$ cat src/rtl/serializer_arbiter.sv
// Round-robin arbiter sharing one serializer between N_REQ parallel-word requesters.
// Grants a requester, hands its word to the serializer, acks on latch and holds until shift-out ends.
module serializer_arbiter #(
  parameter int unsigned N_REQ   = 4,
  parameter int unsigned LENGTH  = 24,
  parameter int unsigned TIMEOUT = 64
) (
  input  logic                       i_clk,
  input  logic                       i_rst_n,
  input  logic                       i_en,
  input  logic [N_REQ*LENGTH-1:0]    iv_req_din,
  input  logic [N_REQ-1:0]           iv_req_valid,
  output logic [N_REQ-1:0]           ov_req_ack,
  output logic [LENGTH-1:0]          ov_ser_din,
  output logic                       o_ser_din_valid,
  input  logic                       i_ser_consumed,
  input  logic                       i_ser_busy,
  output logic [$clog2(N_REQ)-1:0]   ov_grant,
  output logic                       o_busy,
  output logic                       o_error,
  input  logic                       i_err_clr
);

  localparam int unsigned GW = $clog2(N_REQ);
  localparam int unsigned TW = $clog2(TIMEOUT);

  typedef logic [GW-1:0] idx_t;
  typedef enum logic [1:0] {StIdle, StReq, StShift, StDrain} state_e;

  state_e         state_q;
  idx_t           rr_ptr_q;
  idx_t           grant_q;
  logic [TW-1:0]  timer_q;

  logic [LENGTH-1:0] words [N_REQ];
  idx_t              pick;
  logic              pick_vld;
  idx_t              scan_idx;
  int unsigned       scan;
  idx_t              grant_nxt;
  logic              timer_hit;

  for (genvar g = 0; g < N_REQ; g++) begin : g_words
    assign words[g] = iv_req_din[g*LENGTH +: LENGTH];
  end

  // First pending requester scanning from rr_ptr upward, wrapping past N_REQ-1.
  always_comb begin
    pick     = '0;
    pick_vld = 1'b0;
    scan     = 0;
    scan_idx = '0;
    for (int unsigned i = 0; i < N_REQ; i++) begin
      scan     = (32'(rr_ptr_q) + i) % N_REQ;
      scan_idx = idx_t'(scan);
      if (!pick_vld && iv_req_valid[scan_idx]) begin
        pick_vld = 1'b1;
        pick     = scan_idx;
      end
    end
  end

  assign grant_nxt = (grant_q == idx_t'(N_REQ - 1)) ? '0 : grant_q + idx_t'(1);
  assign timer_hit = (timer_q == TW'(TIMEOUT - 1));
  assign ov_grant  = grant_q;

  always_ff @(posedge i_clk or negedge i_rst_n) begin
    if (!i_rst_n) begin
      state_q         <= StIdle;
      rr_ptr_q        <= '0;
      grant_q         <= '0;
      timer_q         <= '0;
      ov_req_ack      <= '0;
      ov_ser_din      <= '0;
      o_ser_din_valid <= 1'b0;
      o_busy          <= 1'b0;
      o_error         <= 1'b0;
    end else if (i_en) begin
      ov_req_ack <= '0;
      // A timeout in the same cycle overrides the clear below.
      if (i_err_clr) o_error <= 1'b0;
      unique case (state_q)
        StIdle: begin
          // A still-shifting serializer (e.g. after reset) blocks new grants.
          if (pick_vld && !i_ser_busy) begin
            grant_q         <= pick;
            ov_ser_din      <= words[pick];
            o_ser_din_valid <= 1'b1;
            o_busy          <= 1'b1;
            timer_q         <= '0;
            state_q         <= StReq;
          end
        end
        StReq: begin
          if (i_ser_consumed) begin
            o_ser_din_valid     <= 1'b0;
            ov_req_ack[grant_q] <= 1'b1;
            timer_q             <= '0;
            state_q             <= StShift;
          end else if (timer_hit) begin
            o_ser_din_valid <= 1'b0;
            o_error         <= 1'b1;
            rr_ptr_q        <= grant_nxt;
            o_busy          <= 1'b0;
            state_q         <= StIdle;
          end else begin
            timer_q <= timer_q + TW'(1);
          end
        end
        StShift: begin
          if (i_ser_busy) begin
            state_q <= StDrain;
          end else if (timer_hit) begin
            o_error  <= 1'b1;
            rr_ptr_q <= grant_nxt;
            o_busy   <= 1'b0;
            state_q  <= StIdle;
          end else begin
            timer_q <= timer_q + TW'(1);
          end
        end
        StDrain: begin
          if (!i_ser_busy) begin
            rr_ptr_q <= grant_nxt;
            o_busy   <= 1'b0;
            state_q  <= StIdle;
          end
        end
        default: state_q <= StIdle;
      endcase
    end
  end

endmodule
$ cat config.mk
export PLATFORM = sky130hd
export DESIGN_NAME = serializer_arbiter
export DESIGN_NICKNAME = d
export VERILOG_FILES = /design/src/rtl/serializer_arbiter.sv
export SDC_FILE = /design/constraint.sdc
export NUM_CORES = 1
export LEC_CHECK = 0
export BUFFER_PORTS_ARGS = -buffer_cell sky130_fd_sc_hd__buf_2
export CORE_ASPECT_RATIO = 1.75
export CORE_MARGIN = 2
export CORE_UTILIZATION = 43
export DETAILED_ROUTE_END_ITERATION = 7
export PLACE_DENSITY = 0.78
export SYNTH_ARGS = -nofsm -noshare
export SYNTH_HDL_FRONTEND = slang
export SYNTH_SLANG_ARGS = --single-unit
$ cat constraint.sdc
create_clock -name i_clk -period 2 [get_ports i_clk]
set_clock_uncertainty 0.1 [all_clocks]
set_input_delay 0.1 -clock i_clk [delete_from_list [all_inputs] [get_ports i_clk]]
set_output_delay 0.1 -clock i_clk [all_outputs]
set_load 0.02 [all_outputs]
## Yosys cells after proc, flatten, opt, wreduce, memory -nomap -nowiden

Index checks and enable logic that the tools add are counted.

- Add/sub/neg operators: 5
- $lt $le $gt $ge: 7
- Equal/unequal tests: 10
- Muxes and demuxes: 54
- Bitwise logic cells: 1
- Reductions and logical operators: 19

Operator list:

| cell | number |
|---|---|
| binary-select mux 24 bit (select 2 bit) | 1 |
| two-way mux 24 bit | 2 |
| two-way mux 2 bit | 14 |
| two-way mux 6 bit | 4 |
| two-way mux 1 bit | 20 |
| one-hot mux 6 bit (3 select lines) | 1 |
| less-than comparator 2 x 3 -> 1 bit (second input constant) | 5 |
| AND reduction 5 bit | 2 |
| binary-select mux 1 bit (select 2 bit) | 4 |
| two-way mux 4 bit | 2 |
| != test 2 bit (second input constant) | 4 |
| one-hot mux 2 bit (4 select lines) | 1 |
| AND reduction 4 bit | 2 |
| adder 6 x 1 -> 6 bit (second input constant) | 1 |
| equality test 2 bit (second input constant) | 3 |
| equality test 6 bit (second input constant) | 1 |
| one-hot mux 2 bit (3 select lines) | 1 |
| AND reduction 3 bit | 2 |
| nonzero test 3 bit | 2 |
| logical AND 1 bit | 5 |
| adder 2 x 1 -> 2 bit (second input constant) | 2 |
| adder 2 bit (second input constant) | 2 |
| logical NOT 1 bit | 4 |
| one-hot mux 1 bit (2 select lines) | 2 |
| other kinds (9) | 9 |

- Register bits after elaboration: 43
- Input port bits: 106
- Output and inout port bits: 33
- Logic and storage cells: 105

## Logic depth before layout (Yosys ltp)

Gate-level depths: netlist (run 1).

- Depth in word-level cells: 16
- Gate-level depth with buffers: 9
- Gate-level depth less buffers: 7

## Worst setup path after synthesis (run 1)

Ideal clock, no wire load.

- Path type: flip-flop to flip-flop
- From: register state_q[0]
- To: register timer_q[1]
- Library setup time: 0.122 ns
- Arrival time: 1.742 ns
- Required time: 1.778 ns
- Path slack: 0.037 ns
- Stages on the path, launching flop included: 9
- Buffers on the path: 2
- Clock period less this slack: 1.963 ns
- Cell sequence: dfrtp_1 inv_1 ha_1 clkbuf_1 inv_1 o21a_1 o211a_1 buf_6 a32o_1

- Longest elaborated chain between the ends: 3
- Elaborated cells on any way between the ends: 8
- Classes of those cells: eq/ne (4); mux (1); reduce/logical (3)

Ends and longest elaborated chain:

| element | RTL line | text |
|---|---|---|
| from (decl) | 30 | `state_e state_q;` |
| from (signal assigned) | 69 | `state_q <= StIdle;` |
| from (signal assigned) | 91 | `state_q <= StReq;` |
| from (signal assigned) | 99 | `state_q <= StShift;` |
| equality test 2 bit, or another cell as far along | 82 | `unique case (state_q)` |
| != test 2 bit (no line) or nonzero test 3 bit (tied branches) | n/a |  |
| AND reduction 4 bit (no line) | n/a |  |
| to (signal assigned) | 107 | `timer_q <= timer_q + TW'(1);` |
| to (signal assigned) | 119 | `timer_q <= timer_q + TW'(1);` |
| to (decl) | 33 | `logic [TW-1:0] timer_q;` |

Several ways; a longest one is shown, not always the timed one.
A chain may end at the register's enable or synchronous reset.

## Final worst setup path (run 1)

- From: register rr_ptr_q[1]
- To: register ov_ser_din[5]

- Longest elaborated chain between the ends: 16
- Elaborated cells on any way between the ends: 31
- Classes of those cells: add/sub (3); mux (19); bitwise (1); reduce/logical (8)

Ends and longest elaborated chain:

| element | RTL line | text |
|---|---|---|
| from (decl) | 31 | `idx_t rr_ptr_q;` |
| from (signal assigned) | 103 | `rr_ptr_q <= grant_nxt;` |
| from (signal assigned) | 115 | `rr_ptr_q <= grant_nxt;` |
| from (signal assigned) | 124 | `rr_ptr_q <= grant_nxt;` |
| branches (longest 16 deep; another with adder 2 x 1 -> 2 bit) | n/a |  |
| to (signal assigned) | 87 | `ov_ser_din <= words[pick];` |
| to (decl) | 14 | `output logic [LENGTH-1:0] ov_ser_din,` |

Parallel ways; which one is timed is not known. The select of a mux whose other input is x is not followed.

==> results of run 1 <==
## cell families after synthesis
| group | Yosys count | share of synthesized area |
|---|---|---|
| DFF | 43 | 0.366 |
| adders and majority gates | 10 | 0.0426 |
| muxes | 32 | 0.110 |
| buffers and inverters | 41 | 0.0626 |
| AOI/OAI and AO/OA | 108 | 0.272 |
| and+or+nand+nor | 88 | 0.146 |
## layout make-up
| class | instances | area (sq um) |
|---|---|---|
| clock buffer | 6 | 139 |
| clock inverter | 2 | 35.0 |
| fill | 578 | 2500 |
| inverter | 13 | 48.8 |
| multi-input combinational | 238 | 1730 |
| sequential | 43 | 1080 |
| tap | 82 | 103 |
| timing repair buffer | 166 | 961 |
## worst max-delay path: stages (launching register included)
cell	delay, ns
sky130_fd_sc_hd__dfrtp_1	0.42
sky130_fd_sc_hd__nor2b_1	0.18
sky130_fd_sc_hd__a21o_1	0.18
sky130_fd_sc_hd__a221o_1	0.36
sky130_fd_sc_hd__buf_12	0.18
sky130_fd_sc_hd__or2_4	0.26
sky130_fd_sc_hd__o221ai_1	0.19
## where the power goes
part	switching, uW	total, uW	internal, uW
Sequential	225	1420	1190
Clock	335	956	621
Combinational	1520	2550	1040
Total	2080	4930	2850
## per-stage QoR
step	hold slack [ns]	utilization	power, uW	worst slack [ns]	std cells
after floorplan	-0.296	-	3000	0.0368	322
after global placement	-0.0921	0.584	3820	0.0771	539
after detailed placement	-0.0879	0.584	3890	0.0171	539
after CTS	0.0270	0.613	4860	0.00205	548
after global routing	0.0486	0.621	5260	-0.0257	550
final	0.0283	0.621	4930	0.0303	550
## how the worst max path moves through the flow
stage | to | slack, ns | depth (start not counted) | from
2_1_floorplan | timer_q[1] | 0.04 | 8 | state_q[0]
3_5_place_dp | timer_q[0] | 0.02 | 7 | state_q[0]
6_report | ov_ser_din[5] | 0.03 | 6 | rr_ptr_q[1]
5_1_grt | ov_ser_din[5] | -0.03 | 6 | rr_ptr_q[1]
4_1_cts | ov_ser_din[5] | 0.002 | 6 | rr_ptr_q[1]
3_3_place_gp | timer_q[0] | 0.08 | 7 | state_q[0]
## flip-flops by register name, indices dropped and copies added, names as in the netlist
| register | flops |
|---|---|
| o_busy | 1 |
| ov_req_ack | 4 |
| o_error | 1 |
| o_ser_din_valid | 1 |
| timer_q | 6 |
| state_q | 2 |
| rr_ptr_q | 2 |
| ov_ser_din | 24 |
| ov_grant | 2 |
## timing repair
item	4_1_cts	5_1_grt
endpoints found under the hold margin	43	0
cloned	0	1
gates resized for setup	1	13
hold buffers	1	0
buffers inserted	0	1
endpoints found under the setup margin	1	12
## Yosys cell counts (2+ instances only)
| cell | number |
|---|---|
| sky130_fd_sc_hd__a211o_1 | 20 |
| sky130_fd_sc_hd__o211ai_1 | 20 |
| sky130_fd_sc_hd__ha_1 | 10 |
| sky130_fd_sc_hd__nand3_1 | 2 |
| sky130_fd_sc_hd__o21ai_0 | 7 |
| sky130_fd_sc_hd__o221ai_1 | 5 |
| sky130_fd_sc_hd__o21ai_1 | 5 |
| sky130_fd_sc_hd__nor2b_1 | 3 |
| sky130_fd_sc_hd__clkbuf_1 | 17 |
| sky130_fd_sc_hd__mux2i_1 | 29 |
| sky130_fd_sc_hd__o21a_1 | 2 |
| sky130_fd_sc_hd__buf_2 | 6 |
| sky130_fd_sc_hd__nand4_1 | 20 |
| sky130_fd_sc_hd__and3_1 | 4 |
| sky130_fd_sc_hd__a21o_1 | 3 |
| sky130_fd_sc_hd__nor2_1 | 9 |
| sky130_fd_sc_hd__a21oi_1 | 9 |
| sky130_fd_sc_hd__buf_4 | 4 |
| sky130_fd_sc_hd__o31ai_1 | 22 |
| sky130_fd_sc_hd__dfrtp_1 | 43 |
| sky130_fd_sc_hd__nor3_1 | 2 |
| sky130_fd_sc_hd__o21ai_2 | 2 |
| sky130_fd_sc_hd__mux2_1 | 2 |
| sky130_fd_sc_hd__inv_1 | 13 |
| sky130_fd_sc_hd__o22ai_1 | 6 |
| sky130_fd_sc_hd__nand2_1 | 41 |
## layer usage
metal  track usage  share of wire  vias up
met4         0.124          0.036        0
met1         0.265           0.35     1560
met2         0.455           0.55      154
met3        0.0249          0.058       31
li1              -              -     1513
met5             0              0        -
==> qor.txt, run 1 <==
SYNTH
-------------------------------------------------------------------------------
Post-synth top area cell                                           sky130_fd_sc_hd__dfrtp_1
Synthesized flop and latch total                                             43
Synth area leaders                                                 sky130_fd_sc_hd__dfrtp_1 (37%), sky130_fd_sc_hd__mux2i_1 (9.9%), sky130_fd_sc_hd__a211o_1 (6.0%), sky130_fd_sc_hd__o31ai_1 (5.6%), sky130_fd_sc_hd__nand2_1 (5.2%)
Distinct cell type count after synthesis                                     42
Post-synth top area share                                                 0.366
Synthesized netlist net count                                               438
Cell count after synthesis                                                  322
Most used flip-flop cell after synthesis                           sky130_fd_sc_hd__dfrtp_1
Netlist area before placement                                        2940 sq um
Average cell area after synthesis                                    9.13 sq um
EDFF count, synth                                                             0
Yosys warning total                                                           0
Share of synthesized area occupied by flip-flops and latches              0.366
Synth async-reset ratio                                                    1.00

GRT
-------------------------------------------------------------------------------
Maximum number of pins on one net before global-route repair                 27
Antenna violations before repair                                              0
Total gr overflow                                                             0
Global-route wire length before repair                             14,400 microns
Via count of the first global-routing pass                                3,207
Overall track demand over capacity in global routing                      0.245

PLACE
-------------------------------------------------------------------------------
Final weighted congestion of routability-driven global placement          0.931
Estimated wirelength of the detail-placed design                   7140 microns
Count of port buffers added during placement                                138
Area of placed instances                                             3850 sq um

STA
-------------------------------------------------------------------------------
Setup repair after global routing missed its margin                         yes
Worst slew pin tran                                                    0.417 ns
Final worst-path cycle share                                              0.985
Total negative setup slack                                                 0 ns
Final Hold Vio Count                                                          0
Maximum frequency from static timing analysis                         0.508 GHz
Slew Limit Fails                                                              0
Clock period minus worst slack                                          1.97 ns
Normalized max-slew margin                                                0.722
Endpoints failing setup                                                       0

MIN PATH
-------------------------------------------------------------------------------
Hold Path Sink                                                     ov_ser_din[19]
Path category of the worst min-delay check                         input port to register
Worst min-delay path startpoint                                    iv_req_din[19]
Worst hold stages                                                             3

CELLS AND AREA
-------------------------------------------------------------------------------
Commonest cells after routing, fill and taps aside                 sky130_fd_sc_hd__buf_2 (138), sky130_fd_sc_hd__dfrtp_1 (42), sky130_fd_sc_hd__nand2_1 (41)
Net total in the final layout                                               583
Cell area after layout                                               4090 sq um
Number of antenna cells inserted                                              0
Fraction of final layout cells sized beyond drive strength 1              0.408
Most common cell after layout, fill and taps aside                 sky130_fd_sc_hd__buf_2
Relative area change from synthesis to final layout                       39.1%

CRITICAL PATH
-------------------------------------------------------------------------------
Endpoint type of the worst setup path                                  register
CP Max Fanout                                                                21
Register-to-Register Path Depth                                               6
Data arrival, critical path                                             2.07 ns
Flop-to-flop setup slack                                                0.03 ns
Required arrival time at the worst endpoint                             2.10 ns
WS Path Type                                                       register to register
Critical R2R Capture                                               ov_ser_din[5]
Critical Path Start Type                                               register
Reg2Reg Launch Point                                                rr_ptr_q[1]

STATUS
-------------------------------------------------------------------------------
Result of the run                                                  finished clean

DIE
-------------------------------------------------------------------------------
Number of top-level pins                                                    139
Height of the chip                                                  113 microns
Die area                                                             7540 sq um
Overall die width                                                  66.5 microns
Rows                                                                         39
Initial cell density of the core                                          0.446
Floorplan Core Area                                                  6590 sq um

DRT
-------------------------------------------------------------------------------
Antenna Violating Nets Remaining                                              0
Iter 0 DRT Violations                                                       184
Routed vias                                                               3,258
Residual DRC                                                                  0
Routed Wire Length                                                 9450 microns
DR vias/cell                                                               5.92
Routed WL per cell                                                 17.2 microns
Detailed Routing Iterations Pass 1                                            4

CLOCK NETWORK
-------------------------------------------------------------------------------
Clock tree from TritonCTS                                                  done
CTS H-tree lvls                                                               2
Count of clock tree sinks                                                    43
Clock root cell                                                    sky130_fd_sc_hd__clkbuf_16
Insertion delay of the later-clocked pin in the worst-skew pair         0.28 ns
Clock Tree Buf Depth                                                          2
Clock buffers created by TritonCTS                                            5
Worst-path clk slew                                                     0.06 ns

POWER AND IR DROP
-------------------------------------------------------------------------------
Max VDD drop                                                           0.796 mV
Power density normalized to cell area                              1200 nW/um^2
Static leakage                                                       0.00202 uW

JOB
-------------------------------------------------------------------------------
Count of max-cap constraint violations                                        0

Power figures use the tool's default switching activity.
==> run 2: changes to the inputs <==
clock period = 1.6 ns   (was 2 ns; I/O delays follow)
==> run 2 against run 1 <==
Compared with the run above: the run now ends with negative setup slack left; global-route usage grew 1.0 points; critical path depth is the same; design area grew 17%; cell count grew 6.4%; via count grew 3.6%; routed wire length grew 12%; clock power grew 15%; total power grew 46%; die area is the same; register-to-register slack lost 0.30 ns; highest routed layer unchanged.
==> qor.txt, run 2 (synthesis results as in run 1) <==
PLACE
-------------------------------------------------------------------------------
Estimated wirelength of the detail-placed design                   7260 microns   was 7140 microns
Count of port buffers added during placement                                138   unchanged
Minimum setup slack after placement                                   -0.268 ns   was 0.0171 ns
Cells after DPL                                                             562   was 539
Final weighted congestion of routability-driven global placement          0.962   was 0.931

POWER AND IR DROP
-------------------------------------------------------------------------------
Combinational Power Share                                                 0.599   was 0.518
Power density normalized to cell area                              1500 nW/um^2   was 1200 nW/um^2
Static leakage                                                       0.00226 uW   was 0.00202 uW
P_sw                                                                    3020 uW   was 2080 uW
Max VDD drop                                                            1.01 mV   was 0.796 mV
Cell Int Power                                                          4180 uW   was 2850 uW
Sequential cell fraction of total power                                   0.249   was 0.287
Sw Share                                                                  0.420   was 0.422
Clock network power share                                                 0.153   was 0.194
Tot Pwr                                                                 7200 uW   was 4930 uW

STA
-------------------------------------------------------------------------------
Final Hold Vio Count                                                          0   unchanged
Clock period minus worst slack                                          1.87 ns   was 1.97 ns
Final worst-path cycle share                                               1.17   was 0.985
Normalized max-slew margin                                                0.608   was 0.722
Endpoints failing setup                                                      38   was 0
Maximum frequency from static timing analysis                         0.535 GHz   was 0.508 GHz
Slew Limit Fails                                                              0   unchanged
Slack of the critical path                                            -0.268 ns   was 0.0303 ns
Total negative setup slack                                             -7.36 ns   was 0 ns
Setup repair after global routing missed its margin                         yes   unchanged
Worst slew pin tran                                                    0.589 ns   was 0.417 ns

DIE
-------------------------------------------------------------------------------
Overall die width                                                  66.5 microns   unchanged
Die area                                                             7540 sq um   unchanged
Initial cell density of the core                                          0.446   unchanged
Height of the chip                                                  113 microns   unchanged
Rows                                                                         39   unchanged
Floorplan Core Area                                                  6590 sq um   unchanged
Number of top-level pins                                                    139   unchanged

CELLS AND AREA
-------------------------------------------------------------------------------
Most common cell after layout, fill and taps aside                 sky130_fd_sc_hd__buf_2   unchanged
Fraction of final layout cells sized beyond drive strength 1              0.541   was 0.408
Commonest cells after routing, fill and taps aside                 sky130_fd_sc_hd__buf_2 (138), sky130_fd_sc_hd__dfrtp_1 (41), sky130_fd_sc_hd__buf_4 (41)   was sky130_fd_sc_hd__buf_2 (138), sky130_fd_sc_hd__dfrtp_1 (42), sky130_fd_sc_hd__nand2_1 (41)
Largest registers                                                  ov_ser_din (24), timer_q (6), ov_req_ack (4)   unchanged
Biggest register                                                     ov_ser_din   unchanged
Non-filler instance count after layout                                      585   was 550
Number of filler cells placed in the layout                                 503   was 578
Net total in the final layout                                               618   was 583
Number of antenna cells inserted                                              0   unchanged
Max FFs per register                                                         24   unchanged
Register cell area after layout                                      1080 sq um   about the same
Relative area change from synthesis to final layout                       63.2%   was 39.1%
Footprint of the multi-input gates                                   2020 sq um   was 1730 sq um

JOB
-------------------------------------------------------------------------------
Count of max-cap constraint violations                                        0   unchanged

DRT
-------------------------------------------------------------------------------
DR vias/cell                                                               5.77   was 5.92
Routed vias                                                               3,375   was 3,258
Iter 0 DRT Violations                                                       335   was 184
Residual DRC                                                                  0   unchanged
Routed WL per cell                                                 18.2 microns   was 17.2 microns
Detailed Routing Iterations Pass 1                                            5   was 4
Routed Wire Length                                                 10,600 microns   was 9450 microns
Antenna Violating Nets Remaining                                              0   unchanged

CLOCK NETWORK
-------------------------------------------------------------------------------
Clock tree from TritonCTS                                                  done   unchanged
Worst-path clk slew                                                     0.06 ns   about the same
Clock buffers created by TritonCTS                                            5   unchanged
Clock Tree Buf Depth                                                          2   unchanged
Count of clock tree sinks                                                    43   unchanged
CTS H-tree lvls                                                               2   unchanged
Clock root cell                                                    sky130_fd_sc_hd__clkbuf_16   unchanged
Insertion delay of the later-clocked pin in the worst-skew pair         0.29 ns   was 0.28 ns

GRT
-------------------------------------------------------------------------------
Via count of the first global-routing pass                                3,217   was 3,207
Antenna violations before repair                                              0   unchanged
Total gr overflow                                                             0   unchanged
Overall track demand over capacity in global routing                      0.255   was 0.245
Global-route wire length before repair                             14,800 microns   was 14,400 microns
Maximum number of pins on one net before global-route repair                 23   was 27

CRITICAL PATH
-------------------------------------------------------------------------------
Critical Path Start Type                                               register   unchanged
Ordered list of cells on the worst path                            nor2b_4, a21o_1, a221o_1, buf_12, a211o_1, o211ai_1   was nor2b_1, a21o_1, a221o_1, buf_12, or2_4, o221ai_1
Endpoint type of the worst setup path                                  register   unchanged
Crit path max-delay cell type                                      sky130_fd_sc_hd__dfrtp_2   was sky130_fd_sc_hd__dfrtp_1
Slowest stage delay, CP                                                 0.42 ns   about the same
Required arrival time at the worst endpoint                             1.70 ns   was 2.10 ns
WS Path Type                                                       register to register   unchanged
Family with the most delay on the worst path                       compound AO/OA/AOI/OAI gates   unchanged
Critical path buffers and inverters                                           1   unchanged
Reg2Reg Launch Point                                                rr_ptr_q[1]   unchanged
Critical Path Start                                                 rr_ptr_q[1]   unchanged
Data arrival, critical path                                             1.97 ns   was 2.07 ns
CP Max Fanout                                                                20   was 21

MIN PATH
-------------------------------------------------------------------------------
Worst min-delay path startpoint                                    iv_req_din[6]   was iv_req_din[19]
Path category of the worst min-delay check                         input port to register   unchanged

STATUS
-------------------------------------------------------------------------------
Violated checks                                                    negative setup slack
Result of the run                                                  complete, but fails checks   was finished clean

run 2: area by class of cell:
type | count | share of cell area
Multi-Input combinational cell | 238 | 0.420
Sequential cell | 43 | 0.225
Tap cell | 82 | 0.0214
Clock buffer | 7 | 0.0318
Timing Repair Buffer | 201 | 0.289
Clock inverter | 1 | 0.00157
Inverter | 13 | 0.0112
run 2: power by group through the flow:
stage,logic [uW],registers (uW),clock network [uW]
after floorplan,1690,2180,0
after global placement,3350,1750,0
after detailed placement,3440,1770,0
after CTS,3820,1770,1120
after global routing,4610,1830,1160
final,4310,1790,1100
run 2: worst paths after layout:
path,to,slack [ns],cells after the start
setup / recovery,ov_ser_din[19],-0.27,6
hold / removal,ov_ser_din[6],0.000009,3
setup reg to reg,ov_ser_din[19],-0.27,6
hold reg to reg,ov_ser_din[13],0.39,2
max in group asynchronous,rr_ptr_q[1],0.64,3
min in group asynchronous,ov_ser_din[0],0.22,2
run 2: worst min-delay path: stages:
cell                       delay [ns]
sky130_fd_sc_hd__buf_2           0.08
sky130_fd_sc_hd__mux2i_2         0.06
sky130_fd_sc_hd__o221ai_2        0.12
run 2: timing repair:
item | 4_1_cts | 5_1_grt
resized for setup | 34 | 42
hold buffers | 2 | 0
gates cloned | 2 | 0
pin swaps | 13 | 13
buffers inserted | 4 | 8
hold endpoints to repair | 22 | 0
endpoints found under the setup margin | 39 | 38
run 2: per-layer routing:
metal,track usage,wire [microns],share of wire,vias up
met5,0,0,0,-
met4,0.0912,236,0.022,0
met3,0.0338,570,0.054,23
met2,0.475,6080,0.57,154
met1,0.287,3730,0.35,1608
li1,-,-,-,1590
run 2: stage by stage:
stage	instance area, sq um	hold WS, ns	util
after floorplan	3030	-0.316	-
after global placement	4120	-0.0166	0.625
after detailed placement	4120	0.00504	0.625
after CTS	4510	0.00853	0.685
after global routing	4800	0.00851	0.728
final	4800	0.00000891	0.728
==> run 3: changes to the inputs <==
CTS_BUF_LIST = sky130_fd_sc_hd__clkbuf_16   (was default)
==> run 3 against run 2 <==
Compared with the run above: the flow still finishes with violations (negative setup slack); combinational power shrank 0.9%; register-to-register slack got worse by 0.03 ns; first-iteration DRC count is 22% lower; die area unchanged; sequential power is essentially flat; non-clock buffer count is 1 lower; utilization shrank 0.46 points; cell count shrank 0.17%; global-route usage unchanged; sequential share of layout area grew 0.12 points; worst hold slack gained 0.0014 ns; largest power group unchanged.
==> qor.txt, run 3 (synthesis results as in run 1) <==
STATUS
-------------------------------------------------------------------------------
Result of the run                                                  complete, but fails checks   unchanged
Violated checks                                                    negative setup slack   unchanged

CRITICAL PATH
-------------------------------------------------------------------------------
Slowest stage delay, CP                                                 0.42 ns   about the same
Required arrival time at the worst endpoint                             1.70 ns   about the same
Data arrival, critical path                                             2.00 ns   was 1.97 ns
WS Path Type                                                       register to register   unchanged
CP Max Fanout                                                                20   unchanged
Endpoint type of the worst setup path                                  register   unchanged
Critical path buffers and inverters                                           1   unchanged
Family with the most delay on the worst path                       compound AO/OA/AOI/OAI gates   unchanged
Crit path max-delay cell type                                      sky130_fd_sc_hd__dfrtp_2   unchanged
Critical Path Start Type                                               register   unchanged
Ordered list of cells on the worst path                            nor2b_4, a21o_1, a221o_1, buf_12, a211o_1, o211ai_1   unchanged

PLACE
-------------------------------------------------------------------------------
Count of port buffers added during placement                                138   unchanged
Estimated wirelength of the detail-placed design                   7260 microns   unchanged
Minimum setup slack after placement                                   -0.268 ns   unchanged
Final weighted congestion of routability-driven global placement          0.962   unchanged
Area of placed instances                                             4120 sq um   unchanged

POWER AND IR DROP
-------------------------------------------------------------------------------
Power density normalized to cell area                              1480 nW/um^2   was 1500 nW/um^2
Tot Pwr                                                                 7040 uW   was 7200 uW
Max VDD drop                                                           0.911 mV   was 1.01 mV
Static leakage                                                       0.00225 uW   was 0.00226 uW

CLOCK NETWORK
-------------------------------------------------------------------------------
Clock Tree Buf Depth                                                          2   unchanged
Clock root cell                                                    sky130_fd_sc_hd__clkbuf_16   unchanged
Worst-path clk slew                                                     0.06 ns   about the same
Count of clock tree sinks                                                    43   unchanged
Clock tree from TritonCTS                                                  done   unchanged
Insertion delay of the later-clocked pin in the worst-skew pair         0.29 ns   about the same
Clock buffers created by TritonCTS                                            5   unchanged
CTS H-tree lvls                                                               2   unchanged

DRT
-------------------------------------------------------------------------------
Detailed Routing Iterations Pass 1                                            6   was 5
Routed WL per cell                                                 17.9 microns   was 18.2 microns
Iter 0 DRT Violations                                                       262   was 335
DR vias/cell                                                               5.78   was 5.77
Antenna Violating Nets Remaining                                              0   unchanged
Routed Wire Length                                                 10,500 microns   was 10,600 microns
Residual DRC                                                                  0   unchanged
Routed vias                                                               3,376   was 3,375

DIE
-------------------------------------------------------------------------------
Die area                                                             7540 sq um   unchanged
Floorplan Core Area                                                  6590 sq um   unchanged
Initial cell density of the core                                          0.446   unchanged
Height of the chip                                                  113 microns   unchanged
Rows                                                                         39   unchanged
Number of top-level pins                                                    139   unchanged
Overall die width                                                  66.5 microns   unchanged

GRT
-------------------------------------------------------------------------------
Met3 Usage GRT                                                           0.0338   unchanged
Maximum number of pins on one net before global-route repair                 23   unchanged
Via count of the first global-routing pass                                3,217   unchanged
Total gr overflow                                                             0   unchanged
GR Layer Usage met1                                                       0.287   unchanged
Global-route wire length before repair                             14,800 microns   unchanged
Met2 capacity usage during global routing                                 0.475   unchanged
Busiest layer in global routing                                            met2   unchanged
Overall track demand over capacity in global routing                      0.255   unchanged
Antenna violations before repair                                              0   unchanged

CELLS AND AREA
-------------------------------------------------------------------------------
Number of filler cells placed in the layout                                 509   was 503
Relative area change from synthesis to final layout                       62.2%   was 63.2%
Max FFs per register                                                         24   unchanged
Cell area after layout                                               4770 sq um   was 4800 sq um
Biggest register                                                     ov_ser_din   unchanged
Commonest cells after routing, fill and taps aside                 sky130_fd_sc_hd__buf_2 (138), sky130_fd_sc_hd__dfrtp_1 (42), sky130_fd_sc_hd__buf_4 (42)   was sky130_fd_sc_hd__buf_2 (138), sky130_fd_sc_hd__dfrtp_1 (41), sky130_fd_sc_hd__buf_4 (41)
Largest registers                                                  ov_ser_din (24), timer_q (6), ov_req_ack (4)   unchanged
Net total in the final layout                                               617   was 618
Number of antenna cells inserted                                              0   unchanged
Most common cell after layout, fill and taps aside                 sky130_fd_sc_hd__buf_2   unchanged
Fraction of final layout cells sized beyond drive strength 1              0.532   was 0.541

MIN PATH
-------------------------------------------------------------------------------
Path category of the worst min-delay check                         input port to register   unchanged

STA
-------------------------------------------------------------------------------
Maximum frequency from static timing analysis                         0.526 GHz   was 0.535 GHz
Final worst-path cycle share                                               1.19   was 1.17
Normalized max-slew margin                                                0.616   was 0.608
Endpoints failing setup                                                      38   unchanged
Clock period minus worst slack                                          1.90 ns   was 1.87 ns
Worst slew pin tran                                                    0.577 ns   was 0.589 ns
Final Hold Vio Count                                                          0   unchanged
Slew Limit Fails                                                              0   unchanged
Slack of the critical path                                            -0.301 ns   was -0.268 ns
Setup repair after global routing missed its margin                         yes   unchanged
Total negative setup slack                                             -8.24 ns   was -7.36 ns
Hold Slack                                                           0.00138 ns   was 0.00000891 ns

JOB
-------------------------------------------------------------------------------
Count of max-cap constraint violations                                        0   unchanged

-- run 3: repair_timing --
action | CTS | global route
cloned | 2 | 0
setup endpoints to repair | 39 | 38
hold buffers | 2 | 0
gates resized for setup | 34 | 41
hold endpoints to repair | 22 | 0
pin swaps | 13 | 11
setup buffers | 4 | 7
-- run 3: worst paths after layout --
check / end / slack, ns / start / cells past startpoint
min reg2reg: ov_ser_din[7] / 0.39 / ov_ser_din[7] / 2
max: ov_ser_din[19] / -0.30 / rr_ptr_q[1] / 6
min in group asynchronous: ov_ser_din[0] / 0.22 / i_rst_n / 2
max in group asynchronous: rr_ptr_q[1] / 0.65 / i_rst_n / 3
max reg2reg: ov_ser_din[19] / -0.30 / rr_ptr_q[1] / 6
min: ov_ser_din[6] / 0.001 / iv_req_din[6] / 3
-- run 3: metal layers --
layer  part of all wire  routed length (microns)
met2               0.57                     5960
met3              0.058                      611
met1               0.34                     3600
met5                  0                        0
met4              0.028                      291
-- run 3: metrics by stage --
step                      cells  utilization
after detailed placement    562        0.625
after global routing        584        0.723
after floorplan             322            -
after CTS                   578        0.682
after global placement      562        0.625
final                       584        0.723
-- run 3: worst register-to-register path, delay by kind of cell (launching register included) --
family	cells	cell delay, ns
flip-flops	1	0.42
AND/OR/NAND/NOR	1	0.14
AO/OA/AOI/OAI	4	0.95
buffers and inverters	1	0.20
-- run 3: report_power, final --
| part | leakage [uW] | internal, uW | switching (uW) |
|---|---|---|---|
| combinational | 0.00163 | 1970 | 2300 |
| clock | 0.0000649 | 568 | 434 |
| sequential | 0.000550 | 1490 | 286 |
| total | 0.00225 | 4020 | 3020 |
-- run 3: final cells by class --
type                            count  area, sq um  area share
Multi-Input combinational cell    238         2030       0.427
Timing Repair Buffer              200         1360       0.286
Sequential cell                    43         1080       0.226
Clock buffer                        5          125      0.0263
Tap cell                           82          103      0.0215
Inverter                           13         51.3      0.0108
Clock inverter                      3         15.0     0.00315
